--- src/rtl/attempt_guard.sv ---
// Failed-attempt guard: counts consecutive password mismatches, locks entry out for a while.
// Optional auto-relock of an open lock is enabled by defining ATTEMPT_GUARD_AUTO_RELOCK_EN.
module attempt_guard #(
  parameter int MAX_FAIL      = 3,
  parameter int LOCK_CYCLES   = 1000,
  parameter int RELOCK_CYCLES = 500
) (
  input  logic        clk,
  input  logic        rst,
  input  logic        chk_valid,
  input  logic        chk_match,
  input  logic        close,
  output logic        entry_en,
  output logic        open_st,
  output logic        lockout,
  output logic        relock,
  output logic [2:0]  fail_cnt,
  output logic [15:0] timer,
  output logic [4:0]  led
);

  if (MAX_FAIL < 1 || MAX_FAIL > 7) begin : g_bad_max_fail
    $error("attempt_guard: MAX_FAIL must be 1..7");
  end
  if (LOCK_CYCLES < 1 || LOCK_CYCLES > 65535) begin : g_bad_lock
    $error("attempt_guard: LOCK_CYCLES must be 1..65535");
  end
  if (RELOCK_CYCLES < 1 || RELOCK_CYCLES > 65535) begin : g_bad_relock
    $error("attempt_guard: RELOCK_CYCLES must be 1..65535");
  end

  localparam logic [2:0]  MAX_F     = 3'(MAX_FAIL);
  localparam logic [15:0] LOCK_LD   = 16'(LOCK_CYCLES - 1);
  localparam logic [15:0] RELOCK_LD = 16'(RELOCK_CYCLES - 1);

  // One-hot so the status outputs come straight off state flops.
  typedef enum logic [2:0] {
    READY   = 3'b001,
    OPEN    = 3'b010,
    LOCKOUT = 3'b100
  } state_e;

  state_e      state_q, state_d;
  logic [2:0]  fail_q, fail_d;
  logic [15:0] timer_q, timer_d;
  logic        relock_q, relock_d;
  logic [2:0]  fail_inc;

  assign fail_inc = fail_q + 3'd1;

  always_ff @(posedge clk or negedge rst) begin
    if (!rst) begin
      state_q  <= READY;
      fail_q   <= 3'd0;
      timer_q  <= 16'd0;
      relock_q <= 1'b0;
    end else begin
      state_q  <= state_d;
      fail_q   <= fail_d;
      timer_q  <= timer_d;
      relock_q <= relock_d;
    end
  end

  always_comb begin
    state_d  = state_q;
    fail_d   = fail_q;
    timer_d  = timer_q;
    relock_d = 1'b0;
    case (state_q)
      READY: begin
        if (chk_valid) begin
          if (chk_match) begin
            state_d = OPEN;
            fail_d  = 3'd0;
`ifdef ATTEMPT_GUARD_AUTO_RELOCK_EN
            timer_d = RELOCK_LD;
`endif
          end else if (fail_inc == MAX_F) begin
            state_d = LOCKOUT;
            fail_d  = MAX_F;
            timer_d = LOCK_LD;
          end else begin
            fail_d  = fail_inc;
          end
        end
      end
      OPEN: begin
        // close takes priority over an expiry in the same cycle
        if (close) begin
          state_d = READY;
          timer_d = 16'd0;
        end
`ifdef ATTEMPT_GUARD_AUTO_RELOCK_EN
        else if (timer_q == 16'd0) begin
          state_d  = READY;
          relock_d = 1'b1;
        end else begin
          timer_d = timer_q - 16'd1;
        end
`endif
      end
      LOCKOUT: begin
        if (timer_q == 16'd0) begin
          state_d = READY;
          fail_d  = 3'd0;
        end else begin
          timer_d = timer_q - 16'd1;
        end
      end
      default: begin
        state_d = READY;
        fail_d  = 3'd0;
        timer_d = 16'd0;
      end
    endcase
  end

  assign entry_en = state_q[0];
  assign open_st  = state_q[1];
  assign lockout  = state_q[2];
  assign relock   = relock_q;
  assign fail_cnt = fail_q;
  assign timer    = timer_q;
  assign led      = {fail_q[1:0], state_q[2], state_q[1], state_q[0]};

endmodule

--- config.mk ---
export PLATFORM = sky130hd
export DESIGN_NAME = attempt_guard
export DESIGN_NICKNAME = d
export VERILOG_FILES = /design/src/rtl/attempt_guard.sv
export SDC_FILE = /design/constraint.sdc
export NUM_CORES = 1
export LEC_CHECK = 0
export ABC_AREA = 1
export BUFFER_PORTS_ARGS = -buffer_cell sky130_fd_sc_hd__buf_2
export CORE_UTILIZATION = 40
export CTS_CLUSTER_SIZE = 30
export DETAILED_ROUTE_END_ITERATION = 8
export GPL_TIMING_DRIVEN = 0
export PLACE_DENSITY = 0.61
export REMOVE_ABC_BUFFERS = 1
export SYNTH_ARGS = -nofsm -noshare
export SYNTH_HDL_FRONTEND = slang
export SYNTH_SLANG_ARGS = --single-unit
--- constraint.sdc ---
create_clock -name clk -period 1.8 [get_ports clk]
set_clock_uncertainty 0.05 [all_clocks]
set_input_delay 0.09 -clock clk [delete_from_list [all_inputs] [get_ports clk]]
set_output_delay 0.09 -clock clk [all_outputs]
set_load 0.01 [all_outputs]
==> out/summary.txt, run 1 <==
Outcome -> finished, final reports clean
Leakage component of the power -> 1.02 nW
Max H-tree Level -> 1
Worst hold slack after final layout -> 106 ps
Seq pwr share -> 0.267
Number of violations of the max-capacitance limit -> 0
Yosys Warn Count -> 0
Internal power -> 0.00160 W
Area fraction of the dominant cell type after synthesis -> 0.328
First-pass detailed-route iteration total -> 4
Routed len/inst -> 11.8 µm
Clock transition at the registers of the reported paths -> 80 ps
Setup repair after global routing missed its margin -> no
Critical path required time -> 1910 ps
Antenna cell count -> 0
Power per cell area -> 1760 mW/mm²
Post-Route Utilization -> 0.501
Worst-Margin Slew -> 506 ps
Netlist cell types -> 32
Final wirelength -> 3680 µm
Via count of the first global-routing pass -> 1,308
Fraction of final layout cells sized beyond drive strength 1 -> 0.253
Switch share -> 0.515
FP Rows -> 22
Clock Tree Root -> sky130_fd_sc_hd__clkbuf_8
First-pass GRT wire length -> 6220 µm
Worst slack, placed -> -217 ps
Effective utilization at floorplan -> 0.427
Final setup violation count -> 0
Maximum number of pins on one net before global-route repair -> 23
Top cell type by total area after synthesis -> sky130_fd_sc_hd__dfrtp_1
Design Area, Final -> 0.00188 mm²
Residual DRC -> 0
Clock sink count -> 22
CTS tree -> yes
Maximum resistive drop on vdd -> 0.906 mV
Detailed placer's ending HPWL -> 2590 µm
Worst slew margin -> 0.663
Core Footprint -> 0.00374 mm²
Total congestion overflow after global routing -> 0
Vertical die dimension -> 65.3 µm
Largest incremental delay on the critical path -> 420 ps
Clock Power Share -> 0.109
Via count normalized by instance count -> 4.69
Element type at the critical path end -> flip-flop
Sequential area share after synthesis -> 0.345
Number of fillers in the final layout -> 404
Clock buffer count from CTS -> 3
IO Port Bufs -> 31
Cell area after technology mapping -> 0.00160 mm²
Data arrival time of the worst path -> 1780 ps
Clock Path Buffers -> 2
Area post-placement -> 0.00174 mm²
Number of antenna violations at the first check in global routing -> 0
Later-pin clock latency in the skew report -> 270 ps
Horizontal extent of the die -> 65.3 µm
Combinational fraction of design power -> 0.624
Number of flip-flops and latches in the synthesized netlist -> 22
Cell with the biggest individual delay on the critical path -> sky130_fd_sc_hd__dfrtp_1
Relative area change from synthesis to final layout -> 17.2%
Mean area per synthesized cell -> 6.84 µm²
Design Power -> 0.00331 W
Antenna Nets Post-Route -> 0
Synth Instances -> 234
Worst setup SP type -> flip-flop
Post-layout nets -> 274
Highest clock frequency the design can meet -> 599 MHz
Worst path cell trace -> inv_1 > ha_4 > nand3_2 > nor2_2 > nand3_2 > nand2_4 > inv_2 > nand2_1 > nand2_1
Largest cells by area after synthesis -> sky130_fd_sc_hd__dfrtp_1, sky130_fd_sc_hd__nand2_1, sky130_fd_sc_hd__nand3_1
Class of the tightest hold or removal check -> in -> reg
PnR worst setup slack -> 131 ps
Via count -> 1,467
Critical path peak fanout -> 9
Starting DRC count in detailed routing -> 105
Pins over their slew limit -> 0
Setup CP Type -> reg -> reg
Net Sw Power -> 0.00170 W
Number of hold violations in the final report -> 0
Gp weighted congestion -> 0.859
Ratio of final minimum period to clock period -> 0.927
I/O pin count -> 33
Full die area -> 0.00426 mm²
GRT Resource Usage Total -> 0.189
Final period demand of the worst path -> 1670 ps
[through the flow]
stage | std cells | TNS [ps]
after floorplan | 225 | 0
final | 313 | 0
after CTS | 313 | 0
after detailed placement | 304 | -2200
after global routing | 313 | 0
after global placement | 304 | -1910
[path summary, 6_finish.rpt]
path                                            from                     end  slack (ps)  cells after the start
worst max-delay path            timer[0]$_DFFE_PN0P_    timer[7]$_DFFE_PN0P_         130                      9
worst min-delay path                           close  state_q[1]$_DFFE_PN0P_         110                      4
worst max register to register  timer[0]$_DFFE_PN0P_    timer[7]$_DFFE_PN0P_         130                      9
worst min register to register  timer[1]$_DFFE_PN0P_    timer[1]$_DFFE_PN0P_         480                      2
max in group asynchronous                        rst  state_q[0]$_DFFE_PN1P_        1080                      2
min in group asynchronous                        rst   timer[12]$_DFFE_PN0P_         270                      2
[cell families after synthesis]
kind of cell,share of synthesized area
simple gates,0.437
buf+inv,0.109
flops,0.345
compound gates,0.0782
fa+ha+maj,0.0235
xor+xnor,0.00547
other cells,0.00234
[worst max-delay path, delay by kind of cell (launching register included)]
kind                       cells  cell delay [ps]
and+or+nand+nor                6              670
buffers and inverters          2              230
adders and majority gates      1              190
DFF                            1              420
[flip-flops by register name, indices dropped and copies added, names as in the netlist]
name      flops
state_q       3
timer        16
fail_cnt      3
[cell usage after synthesis (all sizes together)]
master / instances
a31oi: 1
nand3: 26
conb: 1
buf: 9
dfrtp: 21
o21bai: 3
o31ai: 1
nor3b: 1
xor2: 1
nand4: 4
inv: 26
nor3: 1
nor2: 30
or2: 1
and3: 1
nand3b: 1
ha: 3
nand2: 90
dfstp: 1
o21ai: 11
a21boi: 1
[area by class of cell]
type                            instances  area (µm²)  share of cell area
Multi-Input combinational cell        178         911               0.486
Tap cell                               48        60.1              0.0320
Timing Repair Buffer                   35         200               0.107
Clock buffer                            4        55.1              0.0294
Inverter                               26        97.6              0.0520
Sequential cell                        22         552               0.294
[power groups by stage]
stage	clock network [W]	registers (W)	logic, W
final	0.000361	0.000882	0.00207
after global placement	0	0.000891	0.00180
after CTS	0.000379	0.000884	0.00204
after floorplan	0	0.000949	0.00126
after detailed placement	0	0.000894	0.00182
after global routing	0.000393	0.000916	0.00236
[routing by layer]
| layer | global-route usage | up-vias | part of all wire |
|---|---|---|---|
| li1 | - | 793 | - |
| met2 | 0.294 | 26 | 0.44 |
| met3 | 0.0365 | 2 | 0.042 |
| met5 | 0 | - | 0 |
| met4 | 0.0245 | 0 | 0.0027 |
| met1 | 0.276 | 646 | 0.51 |
[timing repair]
item / CTS / global route
pin swaps: 2 / 0
resized for setup: 2 / 4
endpoints found under the hold margin: 21 / 0
endpoints found under the setup margin: 16 / 19
cloned: 1 / 0
hold buffers: 1 / 0
setup buffers: 3 / 0
[cell usage in the layout (no fill, tap or decap), types with 2 or more instances in the layout]
cell                       Yosys  layout
sky130_fd_sc_hd__ha_1          3       2
sky130_fd_sc_hd__buf_2         1      31
sky130_fd_sc_hd__o21ai_0       3       3
sky130_fd_sc_hd__nand3_1      23      21
sky130_fd_sc_hd__nor2_1       24      24
sky130_fd_sc_hd__clkbuf_8      0       4
sky130_fd_sc_hd__nand3_2       3       5
sky130_fd_sc_hd__inv_2         3       3
sky130_fd_sc_hd__nand2_2       1       2
sky130_fd_sc_hd__inv_1        23      23
sky130_fd_sc_hd__nor2_4        2       2
sky130_fd_sc_hd__o21bai_1      3       3
sky130_fd_sc_hd__o21ai_2       7       7
sky130_fd_sc_hd__buf_4         6       2
sky130_fd_sc_hd__nand2_4       1       2
sky130_fd_sc_hd__nand4_1       4       4
sky130_fd_sc_hd__nor2_2        4       4
sky130_fd_sc_hd__dfrtp_1      21      21
sky130_fd_sc_hd__nand2_1      88      87
(Power assumes the default switching activity.)
==> inputs of run 2 (changes only) <==
- clock period: 1.8 -> 1.82 ns (I/O delays scaled with it)
==> run 2 against run 1 <==
Compared with the run above: die area unchanged; flip-flop and latch count unchanged; cell area down 0.80%; critical path type unchanged; highest routed layer unchanged; hold slack worse by 0.64 ps.
==> out/summary.txt, run 2 (synthesis gave the netlist of run 1 again) <==
Outcome -> finished, final reports clean
Final period demand of the worst path -> 1720 ps (+47.3 ps)
Clock Tree Root -> sky130_fd_sc_hd__clkbuf_8
Clock Power Share -> 0.109 (about the same)
Largest incremental delay on the critical path -> 420 ps (about the same)
Most frequent standard cell in the layout excluding fill and tap cells -> sky130_fd_sc_hd__nand2_1
Worst-Margin Slew -> 506 ps (+0.0504 ps)
Hold Crit Depth -> 4 (unchanged)
Flip-flop count of the largest register, all copies and words added -> 16 (unchanged)
Startpoint of the worst register-to-register path -> timer[0]$_DFFE_PN0P_
Maximum number of pins on one net before global-route repair -> 23 (unchanged)
Antenna Nets Post-Route -> 0 (unchanged)
Highest clock frequency the design can meet -> 583 MHz (-2.8%)
Via count of the first global-routing pass -> 1,308 (unchanged)
Clock buffer count from CTS -> 3 (unchanged)
Cell count of the worst reg-to-reg path -> 9 (unchanged)
Element type at the critical path end -> flip-flop
FP Rows -> 22 (unchanged)
Critical path peak fanout -> 9 (unchanged)
GRT Resource Usage Total -> 0.189 (unchanged)
Maximum resistive drop on vdd -> 0.893 mV (-1.5%)
Design Power -> 0.00324 W (-2.2%)
Pins over their slew limit -> 0 (unchanged)
Clock transition at the registers of the reported paths -> 80 ps (about the same)
I/O pin count -> 33 (unchanged)
Detailed placer's ending HPWL -> 2590 µm (unchanged)
Most used cells in the layout excluding fill and tap cells -> sky130_fd_sc_hd__nand2_1, sky130_fd_sc_hd__buf_2, sky130_fd_sc_hd__nor2_1, sky130_fd_sc_hd__inv_1, sky130_fd_sc_hd__nand3_1
Ratio of final minimum period to clock period -> 0.943 (+0.0158)
Max H-tree Level -> 1 (unchanged)
Start point of the critical path -> timer[0]$_DFFE_PN0P_
Antenna cell count -> 0 (unchanged)
Seq pwr share -> 0.270 (+0.003)
Internal power -> 0.00157 W (-2.3%)
Class of the tightest hold or removal check -> in -> reg
Via count -> 1,496 (+2.0%)
Power per cell area -> 1740 mW/mm² (-1.4%)
Combinational fraction of design power -> 0.621 (-0.003)
Number of hold violations in the final report -> 0 (unchanged)
Data arrival time of the worst path -> 1820 ps (+40 ps)
Final setup violation count -> 0 (unchanged)
Vertical die dimension -> 65.3 µm (unchanged)
Register-to-Register Setup Slack -> 100 ps (-30 ps)
Reg-to-reg critical path endpoint -> timer[7]$_DFFE_PN0P_
Worst hold slack after final layout -> 106 ps (-0.639 ps)
Later-pin clock latency in the skew report -> 260 ps (about the same)
Worst slew margin -> 0.663 (about the same)
IO Port Bufs -> 31 (unchanged)
HP Start -> close
Final sum of negative setup slack -> 0 ps (unchanged)
Net Sw Power -> 0.00167 W (-2.0%)
Gp weighted congestion -> 0.859 (unchanged)
Number of violations of the max-capacitance limit -> 0 (unchanged)
Starting DRC count in detailed routing -> 96 (-8.6%)
Clock Path Buffers -> 2 (unchanged)
Worst setup SP type -> flip-flop
First-pass detailed-route iteration total -> 5 (+1)
Fraction of final layout cells sized beyond drive strength 1 -> 0.249 (-0.00377)
Switch share -> 0.516 (+0.000655)
Full die area -> 0.00426 mm² (unchanged)
Worst slack, placed -> -197 ps (+20.0 ps)
First-pass GRT wire length -> 6220 µm (unchanged)
Via count normalized by instance count -> 4.78 (+2.0%)
Horizontal extent of the die -> 65.3 µm (unchanged)
Capture endpoint of the worst hold path -> state_q[1]$_DFFE_PN0P_
Critical path required time -> 1930 ps (+20 ps)
Number of antenna violations at the first check in global routing -> 0 (unchanged)
Core Footprint -> 0.00374 mm² (unchanged)
CTS tree -> yes
Routed len/inst -> 11.7 µm (-0.68%)
PnR worst setup slack -> 104 ps (-27.3 ps)
Cell with the biggest individual delay on the critical path -> sky130_fd_sc_hd__dfrtp_1
Total congestion overflow after global routing -> 0 (unchanged)
Effective utilization at floorplan -> 0.427 (unchanged)
Clock sink count -> 22 (unchanged)
Leakage component of the power -> 1.02 nW (-0.24%)
Setup CP Type -> reg -> reg
Post-layout nets -> 274 (unchanged)
Relative area change from synthesis to final layout -> 16.3%
Final wirelength -> 3660 µm (-0.68%)
Worst path cell trace -> inv_1 > ha_2 > nand3_2 > nor2_2 > nand3_2 > nand2_4 > inv_2 > nand2_1 > nand2_1
Residual DRC -> 0 (unchanged)
-- run 2: routing by layer --
layer | vias to the layer above | GRT usage | share of wire
li1 | 792 | - | -
met5 | - | 0 | 0
met1 | 664 | 0.276 | 0.50
met3 | 2 | 0.0365 | 0.045
met2 | 38 | 0.294 | 0.45
met4 | 0 | 0.0245 | 0.0027
-- run 2: stage by stage --
| step | util | cell area (µm²) | instances |
|---|---|---|---|
| finish | 0.497 | 1860 | 313 |
| global route | 0.497 | 1860 | 313 |
| CTS | 0.495 | 1850 | 313 |
| detailed placement | 0.465 | 1740 | 304 |
| global placement | 0.465 | 1740 | 304 |
| floorplan | - | 1520 | 225 |
-- run 2: worst max-delay path, delay by kind of cell (launching register included) --
kind	cells	cell delay (ps)
simple gates	6	680
buf+inv	2	200
flops	1	420
fa+ha+maj	1	260
-- run 2: repair_timing --
action                                 4_1_cts  5_1_grt
setup buffers                                3        0
pin swaps                                    2        0
hold buffers                                 1        0
gates cloned                                 1        0
resized for setup                            2        2
endpoints found under the hold margin       21        0
setup endpoints to repair                   16       19
-- run 2: worst max-delay path by stage --
stage,endpoint,slack (ps),cells after the start
global route,timer[9]$_DFFE_PN0P_,-20,9
global placement,timer[9]$_DFFE_PN0P_,-180,6
detailed placement,timer[9]$_DFFE_PN0P_,-200,6
CTS,timer[9]$_DFFE_PN0P_,50,9
floorplan,timer[7]$_DFFE_PN0P_,50,7
finish,timer[7]$_DFFE_PN0P_,100,9
-- run 2: layout make-up --
type / count / area, µm²
timing repair buffer: 35 / 200
fill: 405 / 1880
multi-input combinational: 178 / 896
sequential: 22 / 552
inverter: 26 / 97.6
tap: 48 / 60.1
clock buffer: 4 / 55.1
-- run 2: power by group through the flow --
stage	Combinational [W]	Clock, W	Sequential, W
CTS	0.00202	0.000374	0.000874
finish	0.00201	0.000354	0.000874
floorplan	0.00124	0	0.000939
global placement	0.00178	0	0.000881
global route	0.00230	0.000389	0.000906
detailed placement	0.00180	0	0.000884
==> inputs of run 3 (changes only) <==
- CORE_ASPECT_RATIO: unset -> 0.8
- TNS_END_PERCENT: unset -> 20
==> run 3 against run 2 <==
Compared with the run above: core utilization is 0.094 points lower; fmax rose by 2.0%; non-clock buffer count rose by 1; count of clock-buffer cells in the layout is the same; highest routed layer unchanged; critical path type unchanged; cell count grew 2.6%; sequential power grew 0.5%; global-route usage grew 0.22 points; setup slack improved by 34 ps; die area about the same; register-to-register slack gained 30 ps; first-iteration DRC count up 6.3%.
==> out/summary.txt, run 3 (synthesis gave the netlist of run 1 again) <==
Outcome -> finished, final reports clean
Final wirelength -> 3760 µm (+2.9%)
Clock Path Buffers -> 2 (unchanged)
Effective utilization at floorplan -> 0.421 (-0.00675)
Via count -> 1,506 (+0.67%)
Setup CP Type -> reg -> reg
Reg-to-reg critical path endpoint -> timer[2]$_DFFE_PN0P_
I/O pin count -> 33 (unchanged)
Routed len/inst -> 11.7 µm (+0.31%)
Most frequent standard cell in the layout excluding fill and tap cells -> sky130_fd_sc_hd__nand2_1
CTS tree -> yes
IO Port Bufs -> 31 (unchanged)
First-pass detailed-route iteration total -> 4 (-1)
Cell count of the worst reg-to-reg path -> 10 (+1)
Worst path cell trace -> ha_1 > nand2_1 > nand3_1 > nand2_1 > inv_2 > nor2_4 > nand2_4 > buf_4 > nand2_1 > o21ai_2
Final period demand of the worst path -> 1680 ps (-34.0 ps)
Later-pin clock latency in the skew report -> 270 ps (about the same)
Full die area -> 0.00426 mm² (about the same)
Worst Setup EP -> timer[2]$_DFFE_PN0P_
Worst slack, placed -> -198 ps (-1.06 ps)
Clock sink count -> 22 (unchanged)
Via count of the first global-routing pass -> 1,269 (-3.0%)
Worst path most repeated cell -> sky130_fd_sc_hd__nand2_1
Number of violations of the max-capacitance limit -> 0 (unchanged)
Ratio of final minimum period to clock period -> 0.924 (-0.0187)
Antenna Nets Post-Route -> 0 (unchanged)
GRT Resource Usage Total -> 0.191 (+0.00216)
Critical path peak fanout -> 5 (-4)
Highest clock frequency the design can meet -> 594 MHz (+2.0%)
Data arrival time of the worst path -> 1790 ps (-30 ps)
Starting DRC count in detailed routing -> 102 (+6.3%)
Startpoint of the worst register-to-register path -> fail_cnt[0]$_DFFE_PN0P_
Antenna cell count -> 0 (unchanged)
Total congestion overflow after global routing -> 0 (unchanged)
Design Power -> 0.00333 W (+2.7%)
Number of antenna violations at the first check in global routing -> 0 (unchanged)
Largest incremental delay on the critical path -> 420 ps (about the same)
First-pass GRT wire length -> 6200 µm (-0.43%)
Fraction of final layout cells sized beyond drive strength 1 -> 0.256 (+0.00658)
Maximum number of pins on one net before global-route repair -> 23 (unchanged)
Element type at the critical path end -> flip-flop
Worst setup SP type -> flip-flop
Clock buffer count from CTS -> 3 (unchanged)
Flip-flop count of the largest register, all copies and words added -> 16 (unchanged)
Via count normalized by instance count -> 4.69 (-1.8%)
FP Rows -> 20 (-9.1%)
Gp weighted congestion -> 0.803 (-6.5%)
Max H-tree Level -> 1 (unchanged)
Maximum resistive drop on vdd -> 0.881 mV (-1.4%)
Class of the tightest hold or removal check -> in -> reg
Detailed placer's ending HPWL -> 2600 µm (+0.37%)
Pins over their slew limit -> 0 (unchanged)
Register-to-Register Setup Slack -> 140 ps (+30 ps)
Vertical die dimension -> 58.6 µm (-10%)
Clock transition at the registers of the reported paths -> 80 ps (about the same)
Core Footprint -> 0.00380 mm² (+1.6%)
Residual DRC -> 0 (unchanged)
Number of placed cells counting well taps -> 311 (+2.3%)
Number of hold violations in the final report -> 0 (unchanged)
Setup repair after global routing missed its margin -> no
Power per cell area -> 1760 mW/mm² (+1.3%)
Most used cells in the layout excluding fill and tap cells -> sky130_fd_sc_hd__nand2_1, sky130_fd_sc_hd__buf_2, sky130_fd_sc_hd__nor2_1, sky130_fd_sc_hd__inv_1, sky130_fd_sc_hd__nand3_1
Leakage component of the power -> 1.03 nW (+0.72%)
PnR worst setup slack -> 138 ps (+34.0 ps)
Clock Tree Root -> sky130_fd_sc_hd__clkbuf_8
Relative area change from synthesis to final layout -> 17.9%
Cell Count, Final, Fillers Out -> 321 (+2.6%)
Start point of the critical path -> fail_cnt[0]$_DFFE_PN0P_
Cell with the biggest individual delay on the critical path -> sky130_fd_sc_hd__dfrtp_1
Post-layout nets -> 275 (+0.36%)
Critical path required time -> 1930 ps (about the same)
Final setup violation count -> 0 (unchanged)
Horizontal extent of the die -> 72.7 µm (+11%)
-- run 3: cell types whose count changed in the layout (fill, tap and decap cells not counted), sizes merged --
| cell | previous run | this run |
|---|---|---|
| buf | 34 | 35 |
-- run 3: how the worst min path moves through the flow --
stage | startpoint | end | slack (ps) | cells after the start
6_report | close | state_q[1]$_DFFE_PN0P_ | 120 | 4
3_5_place_dp | rst | timer[11]$_DFFE_PN0P_ | 50 | 1
5_1_grt | close | state_q[1]$_DFFE_PN0P_ | 140 | 4
2_1_floorplan | rst | fail_cnt[0]$_DFFE_PN0P_ | -250 | 0
4_1_cts | chk_match | fail_cnt[2]$_DFFE_PN0P_ | 120 | 4
3_3_place_gp | rst | timer[11]$_DFFE_PN0P_ | 40 | 1
-- run 3: area by class of cell --
type | instances | area (µm²)
clock buffer | 4 | 55.1
fill | 423 | 1920
inverter | 26 | 97.6
multi-input combinational | 178 | 906
sequential | 22 | 552
tap | 55 | 68.8
timing repair buffer | 36 | 208
-- run 3: through the flow --
step	TNS, ps	area (µm²)	hold slack [ps]	util
final	0	1890	122	0.496
after global routing	0	1890	137	0.496
after CTS	0	1870	118	0.491
after detailed placement	-1880	1750	46.6	0.460
after global placement	-1550	1750	43.2	0.460
after floorplan	0	1520	-255	-
-- run 3: worst max-delay path, delay by kind of cell (launching register included) --
kind | cells | cell delay [ps]
adder cells (fa/ha/maj) | 1 | 220
flip-flops | 1 | 420
AND/OR/NAND/NOR | 6 | 650
AO/OA/AOI/OAI | 1 | 50
buffers and inverters | 2 | 190
-- run 3: repair_timing --
item                       4_1_cts  5_1_grt
setup endpoints to repair       16       20
resized for setup                2        4
setup buffers                    4        0
hold buffers                     1        0
pin swaps                        2        0
gates cloned                     1        0
hold endpoints to repair        21        0
-- run 3: power breakdown --
| part | internal [W] | switching, W |
|---|---|---|
| logic | 0.000765 | 0.00132 |
| registers | 0.000648 | 0.000230 |
| clock network | 0.000193 | 0.000169 |
| total | 0.00161 | 0.00172 |
-- run 3: layer usage --
layer | global-route usage | share of wire
met1 | 0.298 | 0.54
met3 | 0.0360 | 0.052
met2 | 0.275 | 0.40
met5 | 0 | 0
met4 | 0.0336 | 0.0048
